$ cat config.mk
export PLATFORM = sky130hd
export DESIGN_NAME = instruction_encoder
export DESIGN_NICKNAME = d
export VERILOG_FILES = /design/src/rtl/instruction_encoder_pkg.sv /design/src/rtl/instruction_encoder_opcode_packer.sv /design/src/rtl/instruction_encoder.sv
export SDC_FILE = /design/constraint.sdc
export NUM_CORES = 1
export LEC_CHECK = 0
export ABC_CLOCK_PERIOD_IN_PS = 2009
export BUFFER_PORTS_ARGS = -buffer_cell sky130_fd_sc_hd__buf_4
export CORE_MARGIN = 3
export CORE_UTILIZATION = 30
export CTS_CLUSTER_DIAMETER = 150
export CTS_CLUSTER_SIZE = 30
export DETAILED_ROUTE_END_ITERATION = 16
export PLACE_DENSITY_LB_ADDON = 0.15
export SLEW_MARGIN = 10
export SYNTH_ARGS = -nofsm -noshare
export SYNTH_HDL_FRONTEND = slang
export SYNTH_SLANG_ARGS = --single-unit
$ cat constraint.sdc
create_clock -name clk -period 2.01 [get_ports clk]
set_clock_uncertainty 0.15 [all_clocks]
set_input_delay 0.3015 -clock clk [delete_from_list [all_inputs] [get_ports clk]]
set_output_delay 0.3015 -clock clk [all_outputs]
set_load 0.01 [all_outputs]
$ cat src/rtl/instruction_encoder_pkg.sv
// Shared definitions for the PIO-style instruction encoder.
// Holds the controller state encoding, the sticky error codes and the
// default instruction-memory depth used by the encoder and its packer.
package instruction_encoder_pkg;

    typedef enum logic [2:0] {
        ST_IDLE   = 3'd0,
        ST_ACCEPT = 3'd1,
        ST_WRITE  = 3'd2,
        ST_DONE   = 3'd3,
        ST_ERROR  = 3'd4
    } enc_state_e;

    localparam logic [2:0] ERR_NONE     = 3'd0;
    localparam logic [2:0] ERR_DELAY    = 3'd1;  // delay does not fit its field
    localparam logic [2:0] ERR_SIDESET  = 3'd2;  // side-set value/enable not encodable
    localparam logic [2:0] ERR_OVERFLOW = 3'd3;  // program filled memory without in_last
    localparam logic [2:0] ERR_COUNT    = 3'd4;  // configured side-set count above 5

    localparam int         MEM_DEPTH_DEFAULT = 32;
    localparam logic [2:0] MAX_SIDESET_COUNT = 3'd5;

endpackage

$ cat src/rtl/instruction_encoder_opcode_packer.sv
// opcode_packer: combinational packing of one instruction into its 16-bit
// opcode, the inverse of the decoder's field extraction, plus range checks.
// Ports:
//   side_count_i  - latched side-set count (0..5)
//   side_mode_i   - side-set enable mode (top bit of the field is the enable)
//   instruction_i - 3-bit opcode class          -> data_o[15:13]
//   delay_i       - requested delay cycles      -> low bits of data_o[12:8]
//   side_enable_i - per-instruction side-set enable (only used in enable mode)
//   side_set_i    - side-set value              -> high bits of data_o[12:8]
//   params_i      - instruction parameters      -> data_o[7:0]
//   data_o        - packed opcode
//   error_o       - ERR_NONE, ERR_DELAY or ERR_SIDESET
module opcode_packer
    import instruction_encoder_pkg::*;
(
    input  logic [2:0]  side_count_i,
    input  logic        side_mode_i,
    input  logic [2:0]  instruction_i,
    input  logic [4:0]  delay_i,
    input  logic        side_enable_i,
    input  logic [4:0]  side_set_i,
    input  logic [7:0]  params_i,
    output logic [15:0] data_o,
    output logic [2:0]  error_o
);

    logic [2:0] delay_count;
    logic [2:0] side_width;
    logic [4:0] side_shifted;
    logic [4:0] field;

    always_comb begin
        // The 5-bit field is shared: side-set on top, delay underneath.
        delay_count = MAX_SIDESET_COUNT - side_count_i;

        // In enable mode one of the side-set bits is spent on the enable flag.
        if (side_mode_i) begin
            side_width = (side_count_i == 3'd0) ? 3'd0 : side_count_i - 3'd1;
        end else begin
            side_width = side_count_i;
        end

        side_shifted = side_set_i << delay_count;
        field        = side_shifted | delay_i;
        // With a zero count there is no side-set field at all, so bit 4
        // still belongs to the delay and must not be overwritten.
        if (side_mode_i && (side_count_i != 3'd0)) begin
            field[4] = side_enable_i;
        end

        data_o = {instruction_i, field, params_i};

        error_o = ERR_NONE;
        if ((delay_i >> delay_count) != 5'd0) begin
            error_o = ERR_DELAY;
        end else if (((side_set_i >> side_width) != 5'd0) ||
                     (side_mode_i && (side_count_i == 3'd0) && side_enable_i)) begin
            error_o = ERR_SIDESET;
        end
    end

endmodule

$ cat src/rtl/instruction_encoder.sv
// instruction_encoder: accepts a stream of instruction fields over a
// valid/ready handshake, packs each into a 16-bit opcode and writes it to
// consecutive instruction-memory addresses, one instruction per 2 cycles.
// Ports:
//   clk, reset            - clock, synchronous active-high reset
//   in_smPinCtrl[31:29]   - side-set count, latched at in_start
//   in_smExecCtrl[30]     - side-set enable mode, latched at in_start
//   in_start/in_startAddr - begin a program load at the given address
//   in_valid/out_ready    - instruction handshake; in_last marks the final one
//   in_instruction, in_delay, in_sideEnable, in_sideSet, in_instructionParams
//                         - fields of the instruction being transferred
//   out_memWrite/out_memAddr/out_memData - one-cycle memory write strobe
//   out_busy              - load in progress (ACCEPT or WRITE)
//   out_done              - one-cycle pulse after the final write
//   out_error             - sticky error code, held until the next in_start
module instruction_encoder
    import instruction_encoder_pkg::*;
#(
    parameter int MEM_DEPTH = MEM_DEPTH_DEFAULT
) (
    input  logic        clk,
    input  logic        reset,
    input  logic [31:0] in_smPinCtrl,
    input  logic [31:0] in_smExecCtrl,
    input  logic        in_start,
    input  logic [4:0]  in_startAddr,
    input  logic        in_valid,
    output logic        out_ready,
    input  logic        in_last,
    input  logic [2:0]  in_instruction,
    input  logic [4:0]  in_delay,
    input  logic        in_sideEnable,
    input  logic [4:0]  in_sideSet,
    input  logic [7:0]  in_instructionParams,
    output logic        out_memWrite,
    output logic [4:0]  out_memAddr,
    output logic [15:0] out_memData,
    output logic        out_busy,
    output logic        out_done,
    output logic [2:0]  out_error
);

    localparam int                WCNT_W      = $clog2(MEM_DEPTH + 1);
    localparam logic [WCNT_W-1:0] LAST_WCOUNT = WCNT_W'(MEM_DEPTH - 1);

    enc_state_e        state_q, state_d;
    logic [2:0]        side_count_q, side_count_d;
    logic              side_mode_q, side_mode_d;
    logic [4:0]        addr_q, addr_d;
    logic [WCNT_W-1:0] wcount_q, wcount_d;
    logic [4:0]        mem_addr_q, mem_addr_d;
    logic [15:0]       mem_data_q, mem_data_d;
    logic              last_q, last_d;
    logic [2:0]        error_q, error_d;

    logic [2:0]        cfg_count;
    logic [15:0]       pack_data;
    logic [2:0]        pack_error;
    logic              unused_ctrl_bits;

    assign cfg_count        = in_smPinCtrl[31:29];
    assign unused_ctrl_bits = ^{in_smPinCtrl[28:0], in_smExecCtrl[31], in_smExecCtrl[29:0]};

    opcode_packer u_packer (
        .side_count_i  (side_count_q),
        .side_mode_i   (side_mode_q),
        .instruction_i (in_instruction),
        .delay_i       (in_delay),
        .side_enable_i (in_sideEnable),
        .side_set_i    (in_sideSet),
        .params_i      (in_instructionParams),
        .data_o        (pack_data),
        .error_o       (pack_error)
    );

    always_comb begin
        state_d      = state_q;
        side_count_d = side_count_q;
        side_mode_d  = side_mode_q;
        addr_d       = addr_q;
        wcount_d     = wcount_q;
        mem_addr_d   = mem_addr_q;
        mem_data_d   = mem_data_q;
        last_d       = last_q;
        error_d      = error_q;

        case (state_q)
            ST_IDLE, ST_ERROR: begin
                if (in_start) begin
                    if (cfg_count > MAX_SIDESET_COUNT) begin
                        error_d = ERR_COUNT;
                        state_d = ST_ERROR;
                    end else begin
                        side_count_d = cfg_count;
                        side_mode_d  = in_smExecCtrl[30];
                        addr_d       = in_startAddr;
                        wcount_d     = '0;
                        error_d      = ERR_NONE;
                        state_d      = ST_ACCEPT;
                    end
                end
            end
            ST_ACCEPT: begin
                if (in_valid) begin
                    if (pack_error != ERR_NONE) begin
                        error_d = pack_error;
                        state_d = ST_ERROR;
                    end else begin
                        mem_data_d = pack_data;
                        mem_addr_d = addr_q;
                        last_d     = in_last;
                        state_d    = ST_WRITE;
                    end
                end
            end
            ST_WRITE: begin
                addr_d   = addr_q + 5'd1;  // wraps 31 -> 0
                wcount_d = wcount_q + 1'b1;
                if (last_q) begin
                    state_d = ST_DONE;
                end else if (wcount_q == LAST_WCOUNT) begin
                    error_d = ERR_OVERFLOW;
                    state_d = ST_ERROR;
                end else begin
                    state_d = ST_ACCEPT;
                end
            end
            ST_DONE: begin
                state_d = ST_IDLE;
            end
            default: begin
                state_d = ST_IDLE;
            end
        endcase
    end

    always_ff @(posedge clk) begin
        if (reset) begin
            state_q      <= ST_IDLE;
            side_count_q <= '0;
            side_mode_q  <= 1'b0;
            addr_q       <= '0;
            wcount_q     <= '0;
            mem_addr_q   <= '0;
            mem_data_q   <= '0;
            last_q       <= 1'b0;
            error_q      <= ERR_NONE;
        end else begin
            state_q      <= state_d;
            side_count_q <= side_count_d;
            side_mode_q  <= side_mode_d;
            addr_q       <= addr_d;
            wcount_q     <= wcount_d;
            mem_addr_q   <= mem_addr_d;
            mem_data_q   <= mem_data_d;
            last_q       <= last_d;
            error_q      <= error_d;
        end
    end

    // Outputs are masked by reset so that a reset landing in WRITE
    // suppresses the write strobe in that very cycle.
    assign out_ready    = !reset && (state_q == ST_ACCEPT);
    assign out_busy     = !reset && ((state_q == ST_ACCEPT) || (state_q == ST_WRITE));
    assign out_memWrite = !reset && (state_q == ST_WRITE);
    assign out_done     = !reset && (state_q == ST_DONE);
    assign out_memAddr  = reset ? 5'd0 : mem_addr_q;
    assign out_memData  = reset ? 16'd0 : mem_data_q;
    assign out_error    = reset ? ERR_NONE : error_q;

endmodule
# After elaboration in Yosys (flattened, before gate mapping)
# Cells that the tools add are included.
# totals
regBits,43
inputBits,96
out_inout_bits,28
elab_cells,83
# op_classes
n_addsub,4
magnitude_cmp,1
n_eq_ne,11
shift,3
muxes,28
n_bitwise,3
n_reduce_logical,24
# op_table
cell,count
$mux 3,16
$pmux 3 s3,2
$mux 16,1
$mux 5,3
$mux 6,2
$ne 2x2->1 const B,6
$pmux 6 s2,1
$pmux 5 s2,1
$reduce_bool 5->1,2
$shr 5x3->5,2
$reduce_and 3->1,3
$reduce_bool 3->1,3
$logic_and 1x1->1,7
$add 6x1->6 const B,1
$eq 3x2->1 const B,2
$eq 6x5->1 const B,1
$logic_not 3->1,2
$reduce_and 6->1,1
$add 5x1->5 const B,1
$or 5x5->5,1
$shl 5x3->5,1
$eq 3x1->1 const B,1
$eq 3x3->1 const B,1
$gt 3x3->1 const B,1
other kinds (10),12

# Logic depth before layout (Yosys ltp)
# Gate-level depths: netlist of the first run.
# logic_depth
depth_word,12
mapped_depth,8
mapped_depth_nobuf,7

# Modules after synthesis
# A second synthesis of the first run with hierarchy kept.
# hier_totals
cells_unflattened,327
hier_area_um2,2496.1
# by_module_without_submodules
module,n_inst,cells_each,area_per_inst_um2,seq_area_each_um2
instruction_encoder,1,264,2072.0,860.8
opcode_packer,1,63,424.2,0.0

# Least setup slack after synthesis of the first run
# No wires, ideal clock.
# synth_timing
path_kind,flip-flop to output port
from,reg state_q[2]
to,out out_busy
t_arrival_ns,1.347
required_ns,1.559
path_slack_ns,0.212
path_stages_with_launch,5
n_path_buf,2
cell_sequence,dfxtp_1 > clkbuf_1 > or3b_1 > clkbuf_1 > a21oi_1
# synth_between
elab_chain_len,3
elab_cells_between_ends,4
cone_classes,2 x eq/ne; 2 x reduce/logical
# synth_rtl
item,line_no,source
start: declaration,instruction_encoder.sv:46,"enc_state_e state_q, state_d;"
start signal: assignment,instruction_encoder.sv:149,state_q <= state_d;
$eq 3x1->1 / $eq 3x2->1 (equally long branches),instruction_encoder.sv:164,assign out_busy = !reset && ((state_q == ST_ACCEPT) || (state_q == ST_WRITE));
$logic_or 1x1->1 *,instruction_encoder.sv:164,
$logic_and 1x1->1 *,instruction_encoder.sv:164,
end: declaration,instruction_encoder.sv:38,"output logic out_busy,"
# Mark *: on every way between the ends. The rest lies on a longest branch, timed or not.

# Worst setup path after layout of the first run
# layout_timing
from,reg state_q[2]
to,out out_memWrite
# layout_between
elab_chain_len,2
# layout_rtl
item,line_no,source
$eq 3x2->1,instruction_encoder.sv:165,assign out_memWrite = !reset && (state_q == ST_WRITE);
$logic_and 1x1->1,instruction_encoder.sv:165,
end: declaration,instruction_encoder.sv:35,"output logic out_memWrite,"
# Every way passes these cells.

==> impl_metrics.xml, run 1 <==
<?xml version="1.0" encoding="UTF-8"?>
<metrics>
  <group name="run_status">
    <metric name="outcome" unit="">finished, final reports clean</metric>
  </group>
  <group name="cells_and_area">
    <metric name="final_cell_area" unit="sq mm">0.00321</metric>
    <metric name="layout_common_cells" unit="">79 x buf_4, 47 x nor2_1, 38 x dfxtp_1</metric>
    <metric name="area_delta_synth_final" unit="%">35.3</metric>
    <metric name="mostFrequentLayoutCell" unit="">buf_4</metric>
    <metric name="final_util" unit="%">43.1</metric>
    <metric name="layoutNonFillerInstCount" unit="">456</metric>
    <metric name="drive_above_1_share" unit="%">32.8</metric>
    <metric name="ant_diodes" unit="">0</metric>
    <metric name="layout.nets" unit="">454</metric>
  </group>
  <group name="clocking">
    <metric name="clk_latency" unit="ns">0.29</metric>
    <metric name="cts-root-to-sink-buffers" unit="">2</metric>
    <metric name="tritoncts.num_buffers" unit="">5</metric>
    <metric name="cts-root-buf" unit="">clkbuf_8</metric>
    <metric name="cts_tree" unit="">done</metric>
    <metric name="clock-sinks" unit="">43</metric>
    <metric name="cts-htree-levels" unit="">2</metric>
    <metric name="path_clk_slew" unit="ns">0.09</metric>
    <metric name="hold_buffers" unit="">0</metric>
  </group>
  <group name="worst_setup_path">
    <metric name="crit_path_start_kind" unit="">flip-flop</metric>
    <metric name="crit_path_max_fanout" unit="">10</metric>
    <metric name="required" unit="ns">1.56</metric>
    <metric name="criticalPathCategory" unit="">flip-flop to output port</metric>
    <metric name="endpoint_type_of_the_worst_setup_path" unit="">output port</metric>
    <metric name="crit_path_top_delay_cell" unit="">or3b_4</metric>
    <metric name="series_of_cell_instances_along_the_critical_path" unit="">or3b_4 &gt; buf_6 &gt; nor2_1 &gt; buf_4</metric>
    <metric name="max_stage_delay" unit="ns">0.44</metric>
    <metric name="cp_data_arrival_time" unit="ns">1.47</metric>
  </group>
  <group name="run">
    <metric name="cap_violations" unit="">0</metric>
  </group>
  <group name="drt">
    <metric name="antenna_violating_nets_post_route" unit="">0</metric>
    <metric name="wirelength" unit="um">5830</metric>
    <metric name="first_pass_iters" unit="">4</metric>
    <metric name="vias" unit="">2199</metric>
    <metric name="drc" unit="">0</metric>
    <metric name="vias_per_cell" unit="">4.82</metric>
    <metric name="post_drt_wl_per_cell" unit="um">12.8</metric>
    <metric name="drt_iter0_markers" unit="">97</metric>
  </group>
  <group name="logic_synthesis">
    <metric name="synthesis.instances" unit="">282</metric>
    <metric name="ys_seq_area_share" unit="%">36.3</metric>
    <metric name="ys.flop_type" unit="">dfxtp_1</metric>
    <metric name="synth_edf_count" unit="">0</metric>
    <metric name="synth-async-reset-ratio" unit="%">0</metric>
    <metric name="syn_area" unit="sq mm">0.00237</metric>
    <metric name="syn_avg_cell_area" unit="sq um">8.40</metric>
    <metric name="yosys.cell_types.count" unit="">52</metric>
    <metric name="synth-seq-cells" unit="">43</metric>
    <metric name="syn-num-nets" unit="">380</metric>
    <metric name="synth.yosys.warnings" unit="">0</metric>
  </group>
  <group name="pwr">
    <metric name="vdd.ir_drop.worst" unit="uV">238</metric>
    <metric name="leakagePower" unit="nW">1.47</metric>
    <metric name="power.density" unit="mW/mm^2">581</metric>
    <metric name="totalPowerFinal" unit="mW">1.86</metric>
  </group>
  <group name="place">
    <metric name="place_inst" unit="">447</metric>
    <metric name="placedInstanceArea" unit="sq mm">0.00305</metric>
    <metric name="gp_congestion" unit="">0.855</metric>
    <metric name="port_buffers" unit="">63</metric>
    <metric name="post-place-ws" unit="ns">-0.00511</metric>
    <metric name="place.detailed.hpwl" unit="um">4420</metric>
  </group>
  <group name="sta">
    <metric name="timing_worst_slew_pin_value" unit="ns">0.577</metric>
    <metric name="grt_setup_unrepaired" unit="">false</metric>
    <metric name="worst_case_hold_slack" unit="ns">0.0828</metric>
    <metric name="timing.max_slew.rel_slack" unit="%">61.6</metric>
    <metric name="finalSetupViolations" unit="">0</metric>
    <metric name="final-max-slew-violation-count" unit="">0</metric>
    <metric name="finalHoldViolCount" unit="">0</metric>
    <metric name="setup_ws" unit="ns">0.0906</metric>
    <metric name="finalCritPeriodShare" unit="%">95.5</metric>
    <metric name="setup-tns-final" unit="ns">0</metric>
    <metric name="max_freq" unit="MHz">521</metric>
    <metric name="finalWorstPathRequiredPeriod" unit="ns">1.92</metric>
  </group>
  <group name="grt">
    <metric name="grt_remaining_overflow" unit="">0</metric>
    <metric name="grt_pass1_vias" unit="">2055</metric>
    <metric name="grtUsageTotal" unit="%">13.6</metric>
    <metric name="grt_pass1_wl" unit="um">9770</metric>
    <metric name="initial_antenna_violation_count" unit="">0</metric>
    <metric name="grt_max_degree" unit="">58</metric>
  </group>
  <group name="floorplan">
    <metric name="io-pin-count" unit="">124</metric>
    <metric name="full_die_area" unit="sq mm">0.00900</metric>
    <metric name="start_util" unit="%">31.8</metric>
    <metric name="fp-row-count" unit="">31</metric>
    <metric name="design.core.area" unit="sq mm">0.00745</metric>
    <metric name="chipHeight" unit="um">94.9</metric>
    <metric name="die_width" unit="um">94.9</metric>
  </group>
  <group name="worst_hold_path">
    <metric name="min-delay-path-class" unit="">input port to flip-flop</metric>
  </group>
</metrics>
-- registers in the layout, summed over array words and instances, names as in the netlist --
name,flops
addr_q,5
error_q,3
last_q,1
mem_addr_q,5
mem_data_q,16
side_count_q,3
side_mode_q,1
state_q,3
wcount_q,6
-- cell families (layout without fill, tap and decap cells) --
| group | count (synthesis) | in the layout | share of synthesized area [%] |
|---|---|---|---|
| AND/OR/NAND/NOR | 138 | 138 | 31.2 |
| AO/OA/AOI/OAI | 53 | 53 | 16.2 |
| flip-flops | 43 | 43 | 36.3 |
| multiplexers | 22 | 22 | 9.40 |
| buffers and inverters | 20 | 95 | 4.38 |
| XOR/XNOR | 4 | 4 | 1.48 |
| adder cells (fa/ha/maj) | 2 | 2 | 1.06 |
-- synth_stat cells (3+ instances only) --
master / count / area share (%)
a21oi_1: 17 / 3.6
nor2b_1: 25 / 6.6
nand2b_1: 7 / 1.8
xor2_1: 3 / 1.1
a211oi_1: 4 / 1.3
o21bai_1: 3 / 0.95
inv_1: 4 / 0.63
o22ai_1: 4 / 1.1
a21o_1: 3 / 0.95
nand3_1: 6 / 1.3
nor3_1: 7 / 1.5
nand2_1: 22 / 3.5
dfxtp_1: 43 / 36
clkbuf_1: 11 / 1.7
o21ai_0: 6 / 1.3
nand4_1: 3 / 0.79
mux2i_1: 20 / 8.4
nor2_1: 48 / 7.6
-- final cells by class --
type	count	area (sq um)
sequential	43	872
fill	809	4240
tap	99	124
clock buffer	5	68.8
inverter	4	15.0
multi-input combinational	219	1430
clock inverter	3	43.8
timing repair buffer	83	656
-- path summary, 6_finish.rpt --
path	slack [ns]	to	depth (start not counted)	start
min	0.08	addr_q[4]$_SDFFE_PP0P_	3	in_startAddr[4]
max reg2reg	0.11	mem_data_q[2]$_SDFFE_PP0P_	7	side_count_q[1]$_SDFFE_PP0P_
min reg2reg	0.32	mem_data_q[8]$_SDFFE_PP0P_	2	mem_data_q[8]$_SDFFE_PP0P_
max	0.09	out_memWrite	4	state_q[2]$_SDFFE_PP0P_
-- what timing repair did --
action / in CTS / in global routing
buffers inserted: 0 / 1
resized for setup: 4 / 11
pin swaps: 0 / 2
cloned: 0 / 0
endpoints found under the setup margin: 2 / 20
-- critical path, delay by kind of cell, from the launching register on --
| kind | cells | cell delay, ns |
|---|---|---|
| DFF | 1 | 0.36 |
| and+or+nand+nor | 2 | 0.52 |
| buffers and inverters | 2 | 0.29 |
-- power breakdown --
group,leakage (nW),switching (mW),internal (mW)
clock,0.0581,0.305,0.370
combinational,1.06,0.149,0.147
sequential,0.351,0.0222,0.870
total,1.47,0.476,1.39
-- routing by layer --
layer / GRT usage (%) / part of all wire [%] / wire (um) / vias up
met4: 3.61 / 1.0 / 59 / 0
met3: 2.79 / 5.1 / 299 / 4
met2: 23.1 / 47 / 2750 / 56
met5: 0 / 0 / 0 / -
li1: - / - / - / 1125
met1: 17.4 / 47 / 2720 / 1014
(Power assumes the default switching activity.)
==> run 2, diff against run 1 <==
Settings changed: ABC_AREA from default to 1.
==> run 2 against run 1 <==
Against the previous run: register-to-register slack gained 0.10 ns; combinational power grew 33%; via count grew 8.8%; design area shrank 3.6%; global-route usage is essentially flat; clock-buffer cell count grew 2; flip-flop and latch count is the same; critical path type unchanged.
==> impl_metrics.xml, run 2 <==
<?xml version="1.0" encoding="UTF-8"?>
<metrics>
  <group name="run_status">
    <metric name="outcome" unit="">finished, final reports clean</metric>
  </group>
  <group name="logic_synthesis">
    <metric name="synth_top_area_share" unit="%">36.0</metric>
    <metric name="ys_seq_area_share" unit="%">36.0</metric>
    <metric name="syn_area" unit="sq mm">0.00239</metric>
    <metric name="yosys.cell_types.count" unit="">35</metric>
    <metric name="synthesis.instances" unit="">377</metric>
    <metric name="synth-seq-cells" unit="">43</metric>
    <metric name="synth_edf_count" unit="">0</metric>
    <metric name="syn_avg_cell_area" unit="sq um">6.34</metric>
    <metric name="syn-num-nets" unit="">475</metric>
    <metric name="synth-async-reset-ratio" unit="%">0</metric>
    <metric name="ys.flop_type" unit="">dfxtp_1</metric>
    <metric name="cell_types_with_the_largest_area_share_after_synthesis" unit="">dfxtp_1 36%, nor2_1 14%, nand2_1 11%</metric>
    <metric name="synth.cells.most_frequent" unit="">92 x nor2_1, 69 x nand2_1, 57 x inv_1, 43 x dfxtp_1, 36 x o21ai_0</metric>
    <metric name="synth.yosys.warnings" unit="">0</metric>
    <metric name="yosysMostFrequentCell" unit="">nor2_1</metric>
    <metric name="yosys.area.top_type" unit="">dfxtp_1</metric>
  </group>
  <group name="sta">
    <metric name="timing_worst_slew_pin_value" unit="ns">0.297</metric>
    <metric name="timing.max_slew.rel_slack" unit="%">80.0</metric>
    <metric name="finalCritPeriodShare" unit="%">90.2</metric>
    <metric name="max_freq" unit="MHz">551</metric>
    <metric name="final-max-slew-violation-count" unit="">0</metric>
    <metric name="setup-tns-final" unit="ns">0</metric>
    <metric name="finalSetupViolations" unit="">0</metric>
    <metric name="worst_case_hold_slack" unit="ns">0.110</metric>
    <metric name="finalHoldViolCount" unit="">0</metric>
    <metric name="grt_setup_unrepaired" unit="">false</metric>
    <metric name="finalWorstPathRequiredPeriod" unit="ns">1.81</metric>
  </group>
  <group name="floorplan">
    <metric name="fp-row-count" unit="">31</metric>
    <metric name="io-pin-count" unit="">124</metric>
    <metric name="start_util" unit="%">31.9</metric>
    <metric name="design.core.area" unit="sq mm">0.00749</metric>
    <metric name="die_width" unit="um">95.3</metric>
    <metric name="chipHeight" unit="um">95.3</metric>
    <metric name="full_die_area" unit="sq mm">0.00908</metric>
  </group>
  <group name="pwr">
    <metric name="power.density" unit="mW/mm^2">622</metric>
    <metric name="totalPowerFinal" unit="mW">1.92</metric>
    <metric name="leakagePower" unit="nW">1.41</metric>
    <metric name="vdd.ir_drop.worst" unit="uV">314</metric>
  </group>
  <group name="place">
    <metric name="port_buffers" unit="">63</metric>
    <metric name="gp_congestion" unit="">0.854</metric>
    <metric name="place.detailed.hpwl" unit="um">4600</metric>
  </group>
  <group name="worst_hold_path">
    <metric name="hold_path_end" unit="">mem_data_q[1]$_SDFFE_PP0P_</metric>
    <metric name="min-delay-path-class" unit="">input port to flip-flop</metric>
    <metric name="holdCritStartpoint" unit="">in_instructionParams[1]</metric>
    <metric name="min_path_cells" unit="">3</metric>
  </group>
  <group name="grt">
    <metric name="grt_max_degree" unit="">24</metric>
    <metric name="grtUsageTotal" unit="%">13.5</metric>
    <metric name="grt_pass1_wl" unit="um">9840</metric>
    <metric name="grt_pass1_vias" unit="">2119</metric>
    <metric name="grt_remaining_overflow" unit="">0</metric>
    <metric name="initial_antenna_violation_count" unit="">0</metric>
  </group>
  <group name="drt">
    <metric name="drc" unit="">0</metric>
    <metric name="vias_per_cell" unit="">4.42</metric>
    <metric name="antenna_violating_nets_post_route" unit="">0</metric>
    <metric name="wirelength" unit="um">5980</metric>
    <metric name="drt_iter0_markers" unit="">87</metric>
    <metric name="vias" unit="">2393</metric>
    <metric name="first_pass_iters" unit="">4</metric>
    <metric name="post_drt_wl_per_cell" unit="um">11.0</metric>
  </group>
  <group name="cells_and_area">
    <metric name="largest_reg_flops" unit="">16</metric>
    <metric name="layout_common_cells" unit="">92 x nor2_1, 71 x buf_4, 69 x nand2_1</metric>
    <metric name="layout_top_registers" unit="">mem_data_q: 16 flops, wcount_q: 6 flops</metric>
    <metric name="ant_diodes" unit="">0</metric>
    <metric name="mostFrequentLayoutCell" unit="">nor2_1</metric>
    <metric name="layout.nets" unit="">540</metric>
    <metric name="largest-register" unit="">mem_data_q</metric>
    <metric name="drive_above_1_share" unit="%">21.9</metric>
    <metric name="area_delta_synth_final" unit="%">29.3</metric>
  </group>
  <group name="clocking">
    <metric name="cts-root-to-sink-buffers" unit="">2</metric>
    <metric name="cts_tree" unit="">done</metric>
    <metric name="tritoncts.num_buffers" unit="">5</metric>
    <metric name="clock-sinks" unit="">43</metric>
    <metric name="clk_latency" unit="ns">0.29</metric>
    <metric name="cts-htree-levels" unit="">2</metric>
    <metric name="cts_setup_buffers" unit="">0</metric>
    <metric name="path_clk_slew" unit="ns">0.09</metric>
    <metric name="cts-root-buf" unit="">clkbuf_8</metric>
  </group>
  <group name="worst_setup_path">
    <metric name="r2r_end" unit="">wcount_q[5]$_SDFFE_PP0P_</metric>
    <metric name="crit_path_start_kind" unit="">flip-flop</metric>
    <metric name="crit_path_max_fanout" unit="">12</metric>
    <metric name="worstReg2RegStart" unit="">state_q[1]$_SDFFE_PP0P_</metric>
    <metric name="cp_data_arrival_time" unit="ns">1.36</metric>
    <metric name="required" unit="ns">1.56</metric>
    <metric name="regToRegSetupSlack" unit="ns">0.21</metric>
    <metric name="criticalPathCategory" unit="">flip-flop to output port</metric>
    <metric name="worst-r2r-cell-count" unit="">7</metric>
    <metric name="endpoint_type_of_the_worst_setup_path" unit="">output port</metric>
  </group>
  <group name="run">
    <metric name="cap_violations" unit="">0</metric>
  </group>
</metrics>
[run 2: where the power goes]
group | switching, mW | leakage, nW | internal (mW)
combinational | 0.233 | 1.01 | 0.159
sequential | 0.0302 | 0.350 | 0.892
clock | 0.296 | 0.0505 | 0.313
total | 0.560 | 1.41 | 1.36
[run 2: area by class of cell]
type,count,area [sq um]
fillers,835,4390
multi-input cells,259,1210
flip-flops and latches,43,863
repair buffers,72,553
inverters,61,235
well taps,99,124
clock buffers,7,96.3
clock inverters,1,7.51
[run 2: worst max-delay path, stage by stage (launching register included)]
cell	delay [ns]
dfxtp_1	0.34
inv_1	0.08
nand3_1	0.14
buf_4	0.22
nor2_1	0.15
buf_4	0.15
[run 2: per-stage QoR]
| stage | util [%] | instances | cell area (sq um) | setup slack (ns) |
|---|---|---|---|---|
| floorplan | - | 377 | 2390 | 0.428 |
| global placement | 39.8 | 534 | 2980 | 0.173 |
| detailed placement | 39.8 | 534 | 2980 | 0.141 |
| CTS | 41.2 | 542 | 3090 | 0.156 |
| global route | 41.3 | 542 | 3090 | 0.0343 |
| finish | 41.3 | 542 | 3090 | 0.197 |
[run 2: metal layers]
layer / share of wire, % / routed length [um] / vias to the layer above / track usage [%]
li1: - / - / 1298 / -
met1: 50 / 2980 / 1045 / 19.0
met2: 45 / 2690 / 48 / 21.0
met3: 4.7 / 284 / 2 / 3.24
met4: 0.38 / 23 / 0 / 2.88
met5: 0 / 0 / - / 0
[run 2: how the worst max path moves through the flow]
stage                     slack (ns)                          from  depth (start not counted)                         end
after CTS                       0.16  side_count_q[1]$_SDFFE_PP0P_                         11         last_q$_SDFFE_PP0P_
after floorplan                 0.43  side_count_q[0]$_SDFFE_PP0P_                         11         last_q$_SDFFE_PP0P_
after global routing            0.03       state_q[1]$_SDFFE_PP0P_                          8    wcount_q[5]$_SDFFE_PP0P_
after detailed placement        0.14                 in_sideSet[2]                         10  mem_addr_q[4]$_SDFFE_PP0P_
after global placement          0.17                 in_sideSet[2]                         10         last_q$_SDFFE_PP0P_
final                           0.20       state_q[0]$_SDFFE_PP0P_                          5                out_memWrite
[run 2: timing repair]
| item | 4_1_cts | 5_1_grt |
|---|---|---|
| setup endpoints to repair | 0 | 19 |
| hold buffers | 0 | 0 |
| resized for setup | 0 | 3 |
[run 2: kinds of logic after synthesis]
kind of cell             share of synthesized area (%)
AO/OA/AOI/OAI                                     15.5
XOR/XNOR                                         0.366
adder cells (fa/ha/maj)                           1.05
buffers and inverters                             13.3
flip-flops                                        36.0
AND/OR/NAND/NOR                                   33.8
